<file path="config.mk">
export PLATFORM = sky130hd
export DESIGN_NAME = sti_dac_gen
export DESIGN_NICKNAME = d
export VERILOG_FILES = /design/src/rtl/sti_dac_pkg.sv /design/src/rtl/sti_oem_map.sv /design/src/rtl/sti_dac_gen.sv
export SDC_FILE = /design/constraint.sdc
export NUM_CORES = 1
export LEC_CHECK = 0
export CAP_MARGIN = 5
export CORE_MARGIN = 8
export CORE_UTILIZATION = 61
export CTS_CLUSTER_SIZE = 25
export DETAILED_ROUTE_END_ITERATION = 10
export PLACE_DENSITY = 0.85
export SYNTH_ARGS = -nofsm -noshare
export SYNTH_HDL_FRONTEND = slang
export SYNTH_SLANG_ARGS = --single-unit
export TNS_END_PERCENT = 100
</file>
<file path="constraint.sdc">
create_clock -name clk -period 5.6 [get_ports clk]
set_input_delay 1.12 -clock clk [delete_from_list [all_inputs] [get_ports clk]]
set_output_delay 1.12 -clock clk [all_outputs]
set_load 0.005 [all_outputs]
</file>
<file path="src/rtl/sti_dac_pkg.sv">
// Shared types, default sizes and frame builder for the serial DAC engine.
// Holds FSM state codes and the byte-window / zero-extend helper.
package sti_dac_pkg;

  localparam int DEF_DATA_W     = 16;
  localparam int DEF_MAX_BYTES  = 4;
  localparam int DEF_NUM_BANKS  = 8;
  localparam int DEF_BANK_DEPTH = 32;
  localparam int DEF_ROW_BYTES  = 8;

  localparam int LEN_W  = $clog2(DEF_MAX_BYTES);
  localparam int ADDR_W = $clog2(DEF_BANK_DEPTH);
  localparam int CNT_W  =
    $clog2(DEF_NUM_BANKS * DEF_BANK_DEPTH) + 1;

  localparam int FB_W = 256;

  typedef logic [1:0] state_t;
  localparam state_t ST_IDLE  = 2'd0;
  localparam state_t ST_SHIFT = 2'd1;
  localparam state_t ST_FILL  = 2'd2;
  localparam state_t ST_DONE  = 2'd3;

  // Result is right-aligned: the frame occupies bits [8*nbytes-1:0].
  function automatic logic [FB_W-1:0] build_frame(
    input logic [FB_W-1:0] data,
    input int              dw,
    input int              nbytes,
    input logic            low,
    input logic            fill
  );
    logic [FB_W-1:0] m;
    logic [FB_W-1:0] f;
    int              nb;
    nb = nbytes * 8;
    m  = '1;
    m  = m >> (FB_W - nb);
    f  = data;
    if (nb < dw) begin
      f = low ? (data >> (dw - nb)) : (data & m);
    end else if (nb > dw && fill) begin
      f = data << (nb - dw);
    end
    return f;
  endfunction

endpackage

</file>
<file path="src/rtl/sti_oem_map.sv">
// Byte-index to bank/address mapper with checkerboard row interleave.
// Ports: b (byte index) -> wr (one-hot bank strobe), addr (bank address).
module sti_oem_map
  import sti_dac_pkg::*;
#(
  parameter int NUM_BANKS  = DEF_NUM_BANKS,
  parameter int BANK_DEPTH = DEF_BANK_DEPTH,
  parameter int ROW_BYTES  = DEF_ROW_BYTES,
  parameter int CW         =
    $clog2(NUM_BANKS * BANK_DEPTH) + 1
) (
  input  logic [CW-1:0]                 b,
  output logic [NUM_BANKS-1:0]          wr,
  output logic [$clog2(BANK_DEPTH)-1:0] addr
);

  localparam int AW     = $clog2(BANK_DEPTH);
  localparam int GRP_SH = $clog2(2 * BANK_DEPTH);
  localparam int ROW_SH = $clog2(ROW_BYTES);

  int   g;
  int   idx;
  logic p;

  always_comb begin
    g    = int'(b >> GRP_SH);
    p    = b[0] ^ b[ROW_SH];
    addr = AW'(b >> 1);
    idx  = p ? (NUM_BANKS / 2 + g) : g;
    wr   = '0;
    for (int i = 0; i < NUM_BANKS; i++) begin
      wr[i] = (i == idx);
    end
  end

endmodule

</file>
<file path="src/rtl/sti_dac_gen.sv">
// Serial transmit engine with byte scatter into odd/even memory banks.
// Ports: load/pi_* frame in, so_* serial out, oem_* bank writes + flags.
module sti_dac_gen
  import sti_dac_pkg::*;
#(
  parameter int         DATA_W     = DEF_DATA_W,
  parameter int         MAX_BYTES  = DEF_MAX_BYTES,
  parameter int         NUM_BANKS  = DEF_NUM_BANKS,
  parameter int         BANK_DEPTH = DEF_BANK_DEPTH,
  parameter int         ROW_BYTES  = DEF_ROW_BYTES,
  parameter logic [7:0] FILL_BYTE  = 8'h00
) (
  input  logic                          clk,
  input  logic                          reset,
  input  logic                          load,
  output logic                          pi_ready,
  input  logic                          pi_end,
  input  logic [DATA_W-1:0]             pi_data,
  input  logic [$clog2(MAX_BYTES)-1:0]  pi_length,
  input  logic                          pi_msb,
  input  logic                          pi_low,
  input  logic                          pi_fill,
  input  logic                          so_ready,
  output logic                          so_data,
  output logic                          so_valid,
  output logic [NUM_BANKS-1:0]          oem_wr,
  output logic [$clog2(BANK_DEPTH)-1:0] oem_addr,
  output logic [7:0]                    oem_dataout,
  output logic                          oem_ovf,
  output logic                          oem_finish
);

  localparam int AW    = $clog2(BANK_DEPTH);
  localparam int TOTAL = NUM_BANKS * BANK_DEPTH;
  localparam int CW    = $clog2(TOTAL) + 1;
  localparam int FW    = 8 * MAX_BYTES;
  localparam int BLW   = $clog2(FW) + 1;

  state_t         state;
  logic [FW-1:0]  sh;
  logic [FW-1:0]  fr_c;
  logic           msb_q;
  logic [BLW-1:0] bits_left;
  logic [6:0]     byte_sr;
  logic [CW-1:0]  b;
  logic           full;
  int             lb;

  logic [NUM_BANKS-1:0] map_wr;
  logic [AW-1:0]        map_addr;

  sti_oem_map #(
    .NUM_BANKS (NUM_BANKS),
    .BANK_DEPTH(BANK_DEPTH),
    .ROW_BYTES (ROW_BYTES),
    .CW        (CW)
  ) u_map (
    .b   (b),
    .wr  (map_wr),
    .addr(map_addr)
  );

  assign pi_ready = (state == ST_IDLE);
  assign so_valid = (state == ST_SHIFT);
  assign full     = (b == CW'(TOTAL));

  // MSB-first frames are left-aligned so the live bit is always sh[FW-1].
  always_comb begin
    lb   = int'(pi_length) + 1;
    fr_c = FW'(build_frame(FB_W'(pi_data), DATA_W,
                           lb, pi_low, pi_fill));
    if (pi_msb) begin
      fr_c = fr_c << (FW - 8 * lb);
    end
  end

  always_comb begin
    so_data = 1'b0;
    if (state == ST_SHIFT) begin
      so_data = msb_q ? sh[FW-1] : sh[0];
    end
  end

  always_ff @(posedge clk or posedge reset) begin
    if (reset) begin
      state       <= ST_IDLE;
      sh          <= '0;
      msb_q       <= 1'b0;
      bits_left   <= '0;
      byte_sr     <= '0;
      b           <= '0;
      oem_wr      <= '0;
      oem_addr    <= '0;
      oem_dataout <= '0;
      oem_ovf     <= 1'b0;
      oem_finish  <= 1'b0;
    end else begin
      oem_wr <= '0;
      if (state == ST_DONE) begin
        oem_finish <= 1'b1;
      end
      case (state)
        ST_IDLE: begin
          if (pi_end) begin
            state <= full ? ST_DONE : ST_FILL;
          end else if (load) begin
            sh        <= fr_c;
            msb_q     <= pi_msb;
            bits_left <= BLW'(8 * lb);
            state     <= ST_SHIFT;
          end
        end
        ST_SHIFT: begin
          if (so_ready) begin
            sh        <= msb_q ? (sh << 1) : (sh >> 1);
            byte_sr   <= {byte_sr[5:0], so_data};
            bits_left <= bits_left - BLW'(1);
            // Frames are whole bytes, so bit count mod 8 marks byte ends.
            if (bits_left[2:0] == 3'd1) begin
              if (full) begin
                oem_ovf <= 1'b1;
              end else begin
                oem_wr      <= map_wr;
                oem_addr    <= map_addr;
                oem_dataout <= {byte_sr, so_data};
                b           <= b + CW'(1);
              end
            end
            if (bits_left == BLW'(1)) begin
              state <= ST_IDLE;
            end
          end
        end
        ST_FILL: begin
          oem_wr      <= map_wr;
          oem_addr    <= map_addr;
          oem_dataout <= FILL_BYTE;
          b           <= b + CW'(1);
          if (b == CW'(TOTAL - 1)) begin
            state <= ST_DONE;
          end
        end
        default: ;
      endcase
    end
  end

endmodule

</file>
==> results.txt, run 1 <==
The total standard cell area after synthesis is just over 5000 µm². The flow ran to the end, and the final reports show no timing, DRC or antenna violations. The time the final worst path needs with I/O delays and setup came out at approximately 4.1 ns.

The area of combinational cells with multiple inputs came out at around 2800 µm². The fraction of final layout cells sized beyond drive strength 1 came out at 13.5%. The number of global-route vias before repair is ~4400. Of the synthesized area, sequential elements account for a little under 40%. The number of distinct library cell variants in the gate-level netlist after synthesis is 65. The via count of the routed design came out at about 4600. The number of enable-type register cells in the synthesized netlist came out at 0. The layout overhead on the synthesized area is 14.2%. The synthesized-area fraction occupied by adder cells is 3.97%. The worst pin sits at a relative slew slack of 43.5%.

In this run the static leakage power is 2.59 nW. The parity-gate share of the synthesized area counting xor and xnor cells came out at under 10%. The synthesized instance count is approximately 550. The wire length of the first global-routing pass came out at about 23000 µm. The number of antenna violations at the first check in global routing came out at 0.

The total overflow left after global routing is 0. The number of max-capacitance violations reported is 0. The number of synthesis warnings is 0.

The worst setup path is captured at a flip-flop. By area the synthesized netlist is led by dfrtp_1, mux2_2, nand2_1, ha_1, nor2_1. The end-of-flow core utilization came out at between 70% and 80%.

The count of inserted antenna diode cells came out at 0. The core area came out at 8130 µm². The area of placed instances is 5580 µm². The number of buffers added on ports is 51. The overall power after layout came out at 0.00269 W. The post-layout instance count excluding filler cells is about 700. The largest net degree at the start of global routing is 68. The worst IR drop on VDD is between 0.0004 and 0.0005 V. The post-CTS repair timing setup buffer count is 0. The detailed-route wire length came out at roughly 14000 µm. Fill cells in the final layout number about 630. The arrival time of data at the critical path endpoint is around 4.4 ns. The worst endpoint required time is 5.86 ns. The post-synthesis area per instance is 9.13 µm². The all-layer global routing usage came out at between 20 and 25%.

The TritonCTS buffer count is 9. The number of sinks handled by clock tree synthesis came out at 80. The critical path launch point type is an input pin. In the finished design, the share of the clock period the worst path needs comes to 73.8%. The effective utilization at floorplan came out at around 62%.

The number of placed instances with taps included came out at between 600 and 700. Derived from the worst setup path, the maximum achievable clock frequency is around 240 MHz. The power per cell area came out at about 470 nW/µm². The simple-gate share of the synthesized area is between 10% and 20%. Setup repair after global routing left no endpoint under its margin. The path class of the tightest hold or removal check is reg -> reg. The routability congestion estimate is 0.982.

The synthesized design contains 80 register bits. The clock root buffer is clkbuf_8. The number of hold buffers added after CTS was 0. In this run the biggest area consumer among cell types represents 39.7% of the synthesized area. The vertical die dimension is 107 µm. The site row count came out at 33.

The count of final setup violators came out at 0. The post-layout net count is about 630. In the synthesized netlist, the cells that appear most often are dfrtp_1, nand2_1, nor2_1. The post-synthesis mux area share came out at 10.1%. The number of cells upsized or downsized after cts is 0. The synthesized net count came out at roughly 600.

The maximum clock insertion buffer count is 2. The main combinational cell family by area after synthesis is compound AO/OA/AOI/OAI gates. The count of endpoints failing hold in the final timing report came out at 0.

The full die area came out at roughly 11000 µm². The via count normalized by instance count is 6.60. The remaining antenna violation count came out at 0. On the final layout, the worst clock skew is between 0.01 and 0.015 ns.

The post-CTS clock slew at the launch and capture registers of the worst setup and hold paths came out at 0.08 ns. The detailed-router iteration count before antenna repair is 6. The proportion of synthesized flip-flops having asynchronous set or reset is between 90% and 100%. In the routed design, unresolved DRC markers number 0.

Across the whole layout, storage elements account for about 2000 µm². The critical path is of the in -> reg type. The final HPWL from detailed placement is between 9000 and 10000 µm. In the synthesized netlist the dominant register cell turns out to be dfrtp_1.

Summed over all instances, the cell type with the most area after synthesis is dfrtp_1. The clock network latency to the later pin of the worst-skew pair came out at 0.35 ns. The post-synthesis compound-gate area fraction came out at between 20% and 30%. The average wire length per cell after detail routing came out at a little under 20 µm. 52 I/O pins were placed.

The sum of negative setup slack is 0 ns. The maximum fanout count along the critical path is 22. The number of max-slew violations in the final report came out at 0. In this run the number of H-tree levels came out at 3.

The pin slew with the least headroom to its limit is about 0.85 ns. TritonCTS built the clock tree. The overall die width is about 110 µm. The count of routing violations after the opening detailed-route iteration came out at around 370. The final design area excluding fillers came out at 5760 µm².
==> power breakdown <==
part	internal, W	total, W	switching, W
Clock	0.000169	0.000406	0.000237
Combinational	0.000573	0.00132	0.000752
Sequential	0.000784	0.000959	0.000174
Total	0.00153	0.00269	0.00116
==> routing by layer <==
metal | up-vias | share of wire [%] | GRT usage, %
met1 | 2240 | 44 | 34.1
met5 | - | 0 | 0
met3 | 28 | 9.2 | 5.82
li1 | 2082 | - | -
met2 | 249 | 45 | 36.8
met4 | 0 | 1.7 | 7.14
==> cell usage in the layout, fill, tap and decap left out, types with 11 or more instances in the layout <==
cell type        count
a221oi_1            15
nand2b_1            13
a22o_1              17
ha_1                16
o21ai_0             35
nand3_1             15
inv_1               16
mux2_2              39
dfrtp_1             80
nor2_1              50
nand2_1             80
clkdlybuf4s50_1     51
and3_1              12
a22oi_1             11
a21oi_1             26
==> stage by stage <==
step / setup slack, ns / hold slack, ns
3_3_place_gp: 1.30 / 0.452
2_1_floorplan: 2.40 / 0.450
4_1_cts: 1.56 / 0.469
6_report: 1.46 / 0.471
5_1_grt: 1.30 / 0.493
3_5_place_dp: 1.20 / 0.450
==> path summary, 6_finish.rpt <==
| check | from | end | slack, ns | cells past startpoint |
|---|---|---|---|---|
| max in group asynchronous | reset | oem_ovf | 3.49 | 3 |
| hold reg to reg | oem_ovf | oem_ovf | 0.47 | 1 |
| setup / recovery | pi_length[0] | sh[30] | 1.46 | 9 |
| min in group asynchronous | reset | sh[11] | 1.00 | 2 |
| setup reg to reg | state[1] | sh[30] | 2.74 | 9 |
| hold / removal | oem_ovf | oem_ovf | 0.47 | 1 |
==> kinds of logic (layout without fill, tap and decap cells) <==
logic type	Yosys count	count (layout)
AOI/OAI and AO/OA	147	147
xor gates and xnor gates	10	10
adders and majority gates	16	16
buffers and inverters	51	90
DFF	80	80
muxes	46	46
and+or+nand+nor	203	203
==> sequential cells by signal (all words and copies together), names as in the netlist <==
signal,flops
oem_dataout,8
sh,32
oem_finish,1
oem_ovf,1
b,9
state,2
bits_left,6
oem_addr,5
byte_sr,7
oem_wr,8
msb_q,1
==> cell type report <==
cell class / instances / share of cell area [%]
multi-input cells: 422 / 49.0
flip-flops and latches: 80 / 34.7
repair buffers: 57 / 9.64
well taps: 105 / 2.28
clock buffers: 9 / 2.15
inverters: 17 / 1.13
clock inverters: 7 / 1.06
==> critical path, stage by stage <==
cell             delay, ns
clkdlybuf4s50_1       0.45
buf_4                 0.26
inv_1                 0.18
ha_1                  0.70
nand2_1               0.17
nor2_1                0.67
a221oi_1              0.21
or4_1                 0.52
o211ai_1              0.10
(Power assumes the default switching activity.)
==> inputs of run 2 (changes only) <==
--- a/config.mk
+++ b/config.mk
@@ -7,10 +7,10 @@
 export LEC_CHECK = 0
 export CAP_MARGIN = 5
 export CORE_MARGIN = 8
-export CORE_UTILIZATION = 61
+export CORE_UTILIZATION = 58
 export CTS_CLUSTER_SIZE = 25
 export DETAILED_ROUTE_END_ITERATION = 10
-export PLACE_DENSITY = 0.85
+export PLACE_DENSITY = 0.81
 export SYNTH_ARGS = -nofsm -noshare
 export SYNTH_HDL_FRONTEND = slang
 export SYNTH_SLANG_ARGS = --single-unit
==> constraint.sdc (replaced) <==
create_clock -name clk -period 4.13 [get_ports clk]
set_input_delay 0.826 -clock clk [delete_from_list [all_inputs] [get_ports clk]]
set_output_delay 0.826 -clock clk [all_outputs]
set_load 0.005 [all_outputs]
==> run 2 against run 1 <==
Net effect:
- clock power increased by 33%
- clock skew fell by 0.0024 ns
- first-iteration DRC count up 4.5%
- global-route usage shrank 0.29 points
- die area grew 4.4%
- worst setup slack got worse by 0.52 ns
- sequential cell count unchanged
- sequential share of layout area is 0.17 points lower
- total power rose by 36%
- non-clock buffer count is 4 higher
- register-to-register slack worse by 1.4 ns
- critical endpoint is now so_data
- largest cell class unchanged
==> results.txt, run 2 (synthesis results as in run 1) <==
The flow ran to the end, and the final reports show no timing, DRC or antenna violations. The power per cell area came out at roughly 630 nW/µm². The routability congestion estimate is 1.01. The maximum clock frequency came out at about 310 MHz.

The root buffer cell chosen for the clock tree is clkbuf_8. Clock latency on the worst-skew pair, taken at its later pin, is around 0.36 ns. The number of max-capacitance violations reported came out at 0.

The core area came out at 8590 µm². The maximum fanout count along the critical path is 53. The remaining antenna violation count is 0. The number of max-slew violations in the final report is 0. The detailed-router iteration count before antenna repair is 6. The detailed-route DRC error count came out at 0.

Counting the buffers created by CTS gives 9. The post-CTS clock slew at the launch and capture registers of the worst setup and hold paths came out at 0.09 ns. The count of final setup violators came out at 0. During placement, the flow inserted port buffers numbering between 50 and 60. The count of endpoints failing hold in the final timing report is 0. In this run the most used layer during global routing was met2. The hold buffer count at CTS is 0. In this run the cell area measured after placement is 5610 µm². Setup repair after global routing left no endpoint under its margin.

The final critical path takes up just under 80% of the cycle. The arrival time of data at the critical path endpoint is 2.36 ns. The largest registers in the layout are sh x32, b x9. The site row count came out at 34.

The clock net in this run drives a total of 80 sinks. The register with the most flip-flops in the layout has 32 of them. The full die area is around 12000 µm².

The number of cells upsized or downsized after cts is 0. CTS built an H-tree with a depth of 3. The maximum clock skew at final layout is ~0.0095 ns. Setup total negative slack on the finished layout was measured at 0 ns.

The number of antenna violations at the first check in global routing came out at 0. The worst IR drop on VDD is 0.000536 V. The layout overhead on the synthesized area is 14.7%.

The final design area excluding fillers came out at ~5800 µm². The fraction of final layout cells sized beyond drive strength 1 is 14.1%. The die is 109 µm tall. The post-CTS repair timing setup buffer count came out at 0. The overall power after layout is about 0.0037 W. For this block, the via count after detailed routing is roughly 4600. The global-route met1 utilization came out at approximately a third. Using the TritonRoute via totals, the vias-per-cell ratio works out to 6.48.

STA classifies the critical path endpoint as a primary output. For this block, the initial DRC count from the detailed router was around 400. The met3 usage in global routing is 5.61%. The cell leakage power came out at roughly 2.6 nW. Leaving out fill and tap cells, the most frequent cells in the layout are nand2_1, dfrtp_1, clkdlybuf4s50_1.

The HPWL after detailed placement is ~10000 µm. The pin slew with the least headroom to its limit came out at about 1.0 ns. No sink is reached through more buffers than the 2 on the longest clock path. 0 antenna diodes ended up in the layout.

The min-delay analysis places its worst path in the category reg -> reg. The met2 track demand over resource in global routing came out at a little under two fifths. The die is between 100 and 150 µm wide.

The all-layer global routing usage came out at around a quarter. For this configuration, the core starts out at a cell density of about 60%. The end-of-flow core utilization came out at between 60% and 70%. Headroom to the max-slew limit came out at roughly 31%. Summed over all layers, the global routing overflow is 0. The largest net degree at the start of global routing came out at 54. The first global-routing pass estimated about 23000 µm of wire.

The number of global-route vias before repair is ~4400. TritonCTS built the clock tree. sh holds more flip-flops than any other register. The critical path is of the reg -> out type.

The smallest clock period supported by the final layout is computed as 3.19 ns. The number of placed instances with taps included is 688. After the last flow step, the layout net total stands at around 630. The average wire length per cell after detail routing is 19.7 µm. The critical path launch point type is a flip-flop. The detailed-route wire length is 13800 µm. In this run the count of I/O pins placed on the die edge is 52. The worst endpoint required time came out at between 3 and 4 ns. Leaving out filler cells and counting taps, the final layout contains between 700 and 800.
## run 2: cell count changes in the layout (fill, tap and decap cells not counted)
cell,change
buf_4,+4
clkinv_2,+1
clkinv_4,-1
clkinvlp_4,+1
inv_6,-1
## run 2: final cells by class
type	count	area, µm²
clock buffers	9	124
inverters	17	65.1
repair buffers	61	586
multi-input cells	422	2820
flip-flops and latches	80	2000
fillers	698	2800
clock inverters	7	56.3
well taps	108	135
## run 2: routing by layer
metal	part of all wire (%)	wire length, µm
met1	44	6150
met2	45	6230
met3	8.2	1130
met4	2.4	332
met5	0	0
## run 2: worst max-delay path, cell delays in order (launching register included)
cell,delay [ns]
dfrtp_1,0.44
inv_1,0.10
ha_1,0.16
buf_4,0.48
nand2_1,0.20
inv_1,0.10
clkdlybuf4s50_1,0.50
## run 2: path summary, 6_finish.rpt
check,startpoint,to,slack [ns],cells after the start
worst max-delay path,state[1],so_data,0.94,6
max in group asynchronous,reset,sh[30],2.51,3
worst min-delay path,oem_ovf,oem_ovf,0.46,1
min in group asynchronous,reset,sh[5],0.85,2
worst min register to register,oem_ovf,oem_ovf,0.46,1
worst max register to register,state[1],sh[31],1.30,9
## run 2: power breakdown
part | switching (W) | total, W | leakage [nW] | internal [W]
clock network | 0.000317 | 0.000542 | 0.0838 | 0.000224
registers | 0.000254 | 0.00132 | 1.06 | 0.00106
logic | 0.00102 | 0.00180 | 1.47 | 0.000778
## run 2: stage by stage
step	worst slack [ns]	hold slack, ns
after floorplan	1.23	0.450
after global placement	0.779	0.451
after detailed placement	0.680	0.451
after CTS	0.967	0.469
after global routing	0.785	0.489
final	0.941	0.463
==> inputs of run 3 (changes only) <==
==> constraint.sdc (replaced) <==
create_clock -name clk -period 3 [get_ports clk]
set_input_delay 0.6 -clock clk [delete_from_list [all_inputs] [get_ports clk]]
set_output_delay 0.6 -clock clk [all_outputs]
set_load 0.005 [all_outputs]
==> run 3 against run 2 <==
Net effect:
- sequential cell count did not move
- register-to-register slack got worse by 0.76 ns
- via count rose by 0.33%
- clock skew fell by 0.0030 ns
- first-iteration DRC count rose by 4.6%
- highest routed layer unchanged
- routed wire length fell by 3.8%
- die area did not move
- global-route usage fell by 0.87 points
- worst hold slack improved by 0.0028 ns
==> results.txt, run 3 (synthesis results as in run 1) <==
The critical path in this run is classified as in -> reg. Traced cell by cell, the critical path runs through clkdlybuf4s50_1 -> inv_1 -> ha_1 -> or2_2 -> nor2_1 -> a22o_2 -> nor2_1 -> o41ai_1. The via count normalized by instance count came out at 6.36. The logic depth of the worst register-to-register path came out at 8. The worst setup path is launched from an input pin. The maximum clock skew at final layout is between 0.006 and 0.007 ns. The number of max-slew violations in the final report is 0. The wire length of the first global-routing pass came out at 22000 µm.

The via count of the routed design came out at between 4000 and 5000. The run finished with clean final reports. Leaving out fill and tap cells, the most frequent cells in the layout are nand2_1, dfrtp_1, clkdlybuf4s50_1. The most common cell type on the critical path is nor2_1. For the pin with the worst max-slew slack, the measured transition is ~0.63 ns.

The number of max-capacitance violations reported is 0. On the final layout, the worst hold slack is between 0.4 and 0.5 ns. The arrival time of data at the critical path endpoint is a little over 3 ns. The initialized floorplan defines 34 standard-cell rows. The clock tree from TritonCTS is done. The count of final setup violators is 0. The detailed-route wire length is about 13000 µm.

The worst endpoint required time is 3.25 ns. The most critical setup path has its endpoint at sh[23]. In this run the worst path has a maximum fanout of 8. The number of global-route vias before repair came out at 4461. The cell count along the critical path is 8.

The effective utilization at floorplan came out at 58.7%. The number of antenna violations at the first check in global routing came to 0. The worst IR drop on VDD came out at about 0.00054 V. Buffers placed on the I/O ports in this run total 51. After detailed routing, the number of remaining DRC violations is 0.

Setup repair after global routing left no endpoint under its margin. The sum of overflow across all layers after global routing came out at 0. The clock period could shrink to approximately 2.8 ns.

The count of endpoints failing hold in the final timing report was 0. The worst setup path is captured at a flip-flop. The cell with the largest stage delay on the worst path is clkdlybuf4s50_1. The tree is rooted in a clkbuf_8. The startpoint identified for the worst register-to-register timing path is b[0]. The setup slack of the most critical reg-to-reg path came out at 0.54 ns. The post-CTS clock slew at the launch and capture registers of the worst setup and hold paths came out at 0.09 ns. The detailed-router iteration count before antenna repair is 5. The routability congestion estimate came out at roughly 1.1.

The full die area came out at 11900 µm². The post-CTS repair timing setup buffer count is 0. The largest net degree at the start of global routing is 81. The count of H-tree levels built during CTS came out at 3.

The worst max-slew margin expressed relative to the limit came out at 57.7%. In this run the vertical extent of the chip is 109 µm. The all-layer global routing usage came out at about a quarter.

The maximum clock insertion buffer count is 2. The count of routing violations after the opening detailed-route iteration is between 400 and 500. The overall die width is around 110 µm. The part of the cycle the worst path needs is 94.1%. The post-layout net count came out at ~650. The TritonCTS buffer count is 9. In the final layout, the registers with the most flip-flops are sh x32, b x9. For this design, the CTS-stage hold fixing added 0 buffers. The remaining antenna violation count is 0. Ranked by flip-flop count, first place goes to sh. Measured on the finished design, the core utilization comes to between 60 and 70%. Cells with a size suffix above 1 make up between 10% and 20% of the layout.

The power per cell area is 860 nW/µm². The filler cells instantiated in the layout total between 600 and 700. The worst min-delay path category is reg -> reg. 0 antenna diodes ended up in the layout. In this run the worst setup path begins at pi_length[1]. The final HPWL from detailed placement is 9850 µm. The number of sinks handled by clock tree synthesis came out at 80. After detailed placement, the design holds a cell count of ~700.

The post-layout instance count excluding filler cells came out at slightly above 700. On the worst path, the slowest cell contributes a delay of roughly 0.50 ns. The core area came out at between 8000 and 9000 µm². Pin placement for this block handled 52 I/O pins. Counting both buffers and inverters, the worst setup path holds a total of 2. The cell leakage power is around 2.7 nW. The number of cells upsized or downsized after cts is 0. The flip-flop count of the largest register, all copies and words added is 32.

The cell type group with the largest total delay on the critical path is simple AND/OR/NAND/NOR gates. The endpoint identified for the worst register-to-register timing path is oem_dataout[3]. The average wire length per cell after detail routing is 18.5 µm.

The maximum clock frequency came out at ~350 MHz. The layout overhead on the synthesized area is 17.7%. The clock network latency to the later pin of the worst-skew pair is approximately 0.36 ns.
## run 3: where the power goes
group,switching (W),internal [W]
Clock,0.000439,0.000311
Sequential,0.000350,0.00146
Combinational,0.00139,0.00116
Total,0.00218,0.00293
## run 3: metrics by stage
| step | total power [W] | instance area [µm²] | worst slack [ns] | TNS [ns] |
|---|---|---|---|---|
| final | 0.00511 | 5940 | 0.178 | 0 |
| after floorplan | 0.00355 | 5050 | 0.321 | 0 |
| after detailed placement | 0.00435 | 5760 | -0.221 | -1.22 |
| after global routing | 0.00548 | 5940 | 0.0151 | 0 |
| after CTS | 0.00509 | 5940 | 0.163 | 0 |
| after global placement | 0.00425 | 5760 | -0.0845 | -0.359 |
## run 3: how the worst min path moves through the flow
stage	to	cells past startpoint	slack (ns)	start
after floorplan	b[8]	2	0.45	b[8]
after global placement	oem_ovf	1	0.45	oem_ovf
after detailed placement	oem_ovf	1	0.45	oem_ovf
after CTS	oem_ovf	1	0.47	oem_ovf
after global routing	oem_finish	1	0.49	oem_finish
final	oem_ovf	1	0.47	oem_ovf
## run 3: per-layer routing
| metal | track usage (%) | vias to the layer above | part of all wire [%] |
|---|---|---|---|
| li1 | - | 2122 | - |
| met3 | 6.09 | 33 | 9.1 |
| met1 | 29.8 | 2157 | 43 |
| met2 | 36.1 | 262 | 45 |
| met4 | 10.8 | 0 | 2.6 |
| met5 | 0 | - | 0 |
## run 3: final cells by class
cell class,instances,area (µm²),share of cell area (%)
clock buffer,9,124,2.09
clock inverter,7,55.1,0.927
inverter,17,65.1,1.10
multi-input combinational,422,2820,47.5
sequential,80,2000,33.7
tap,108,135,2.28
timing repair buffer,76,736,12.4
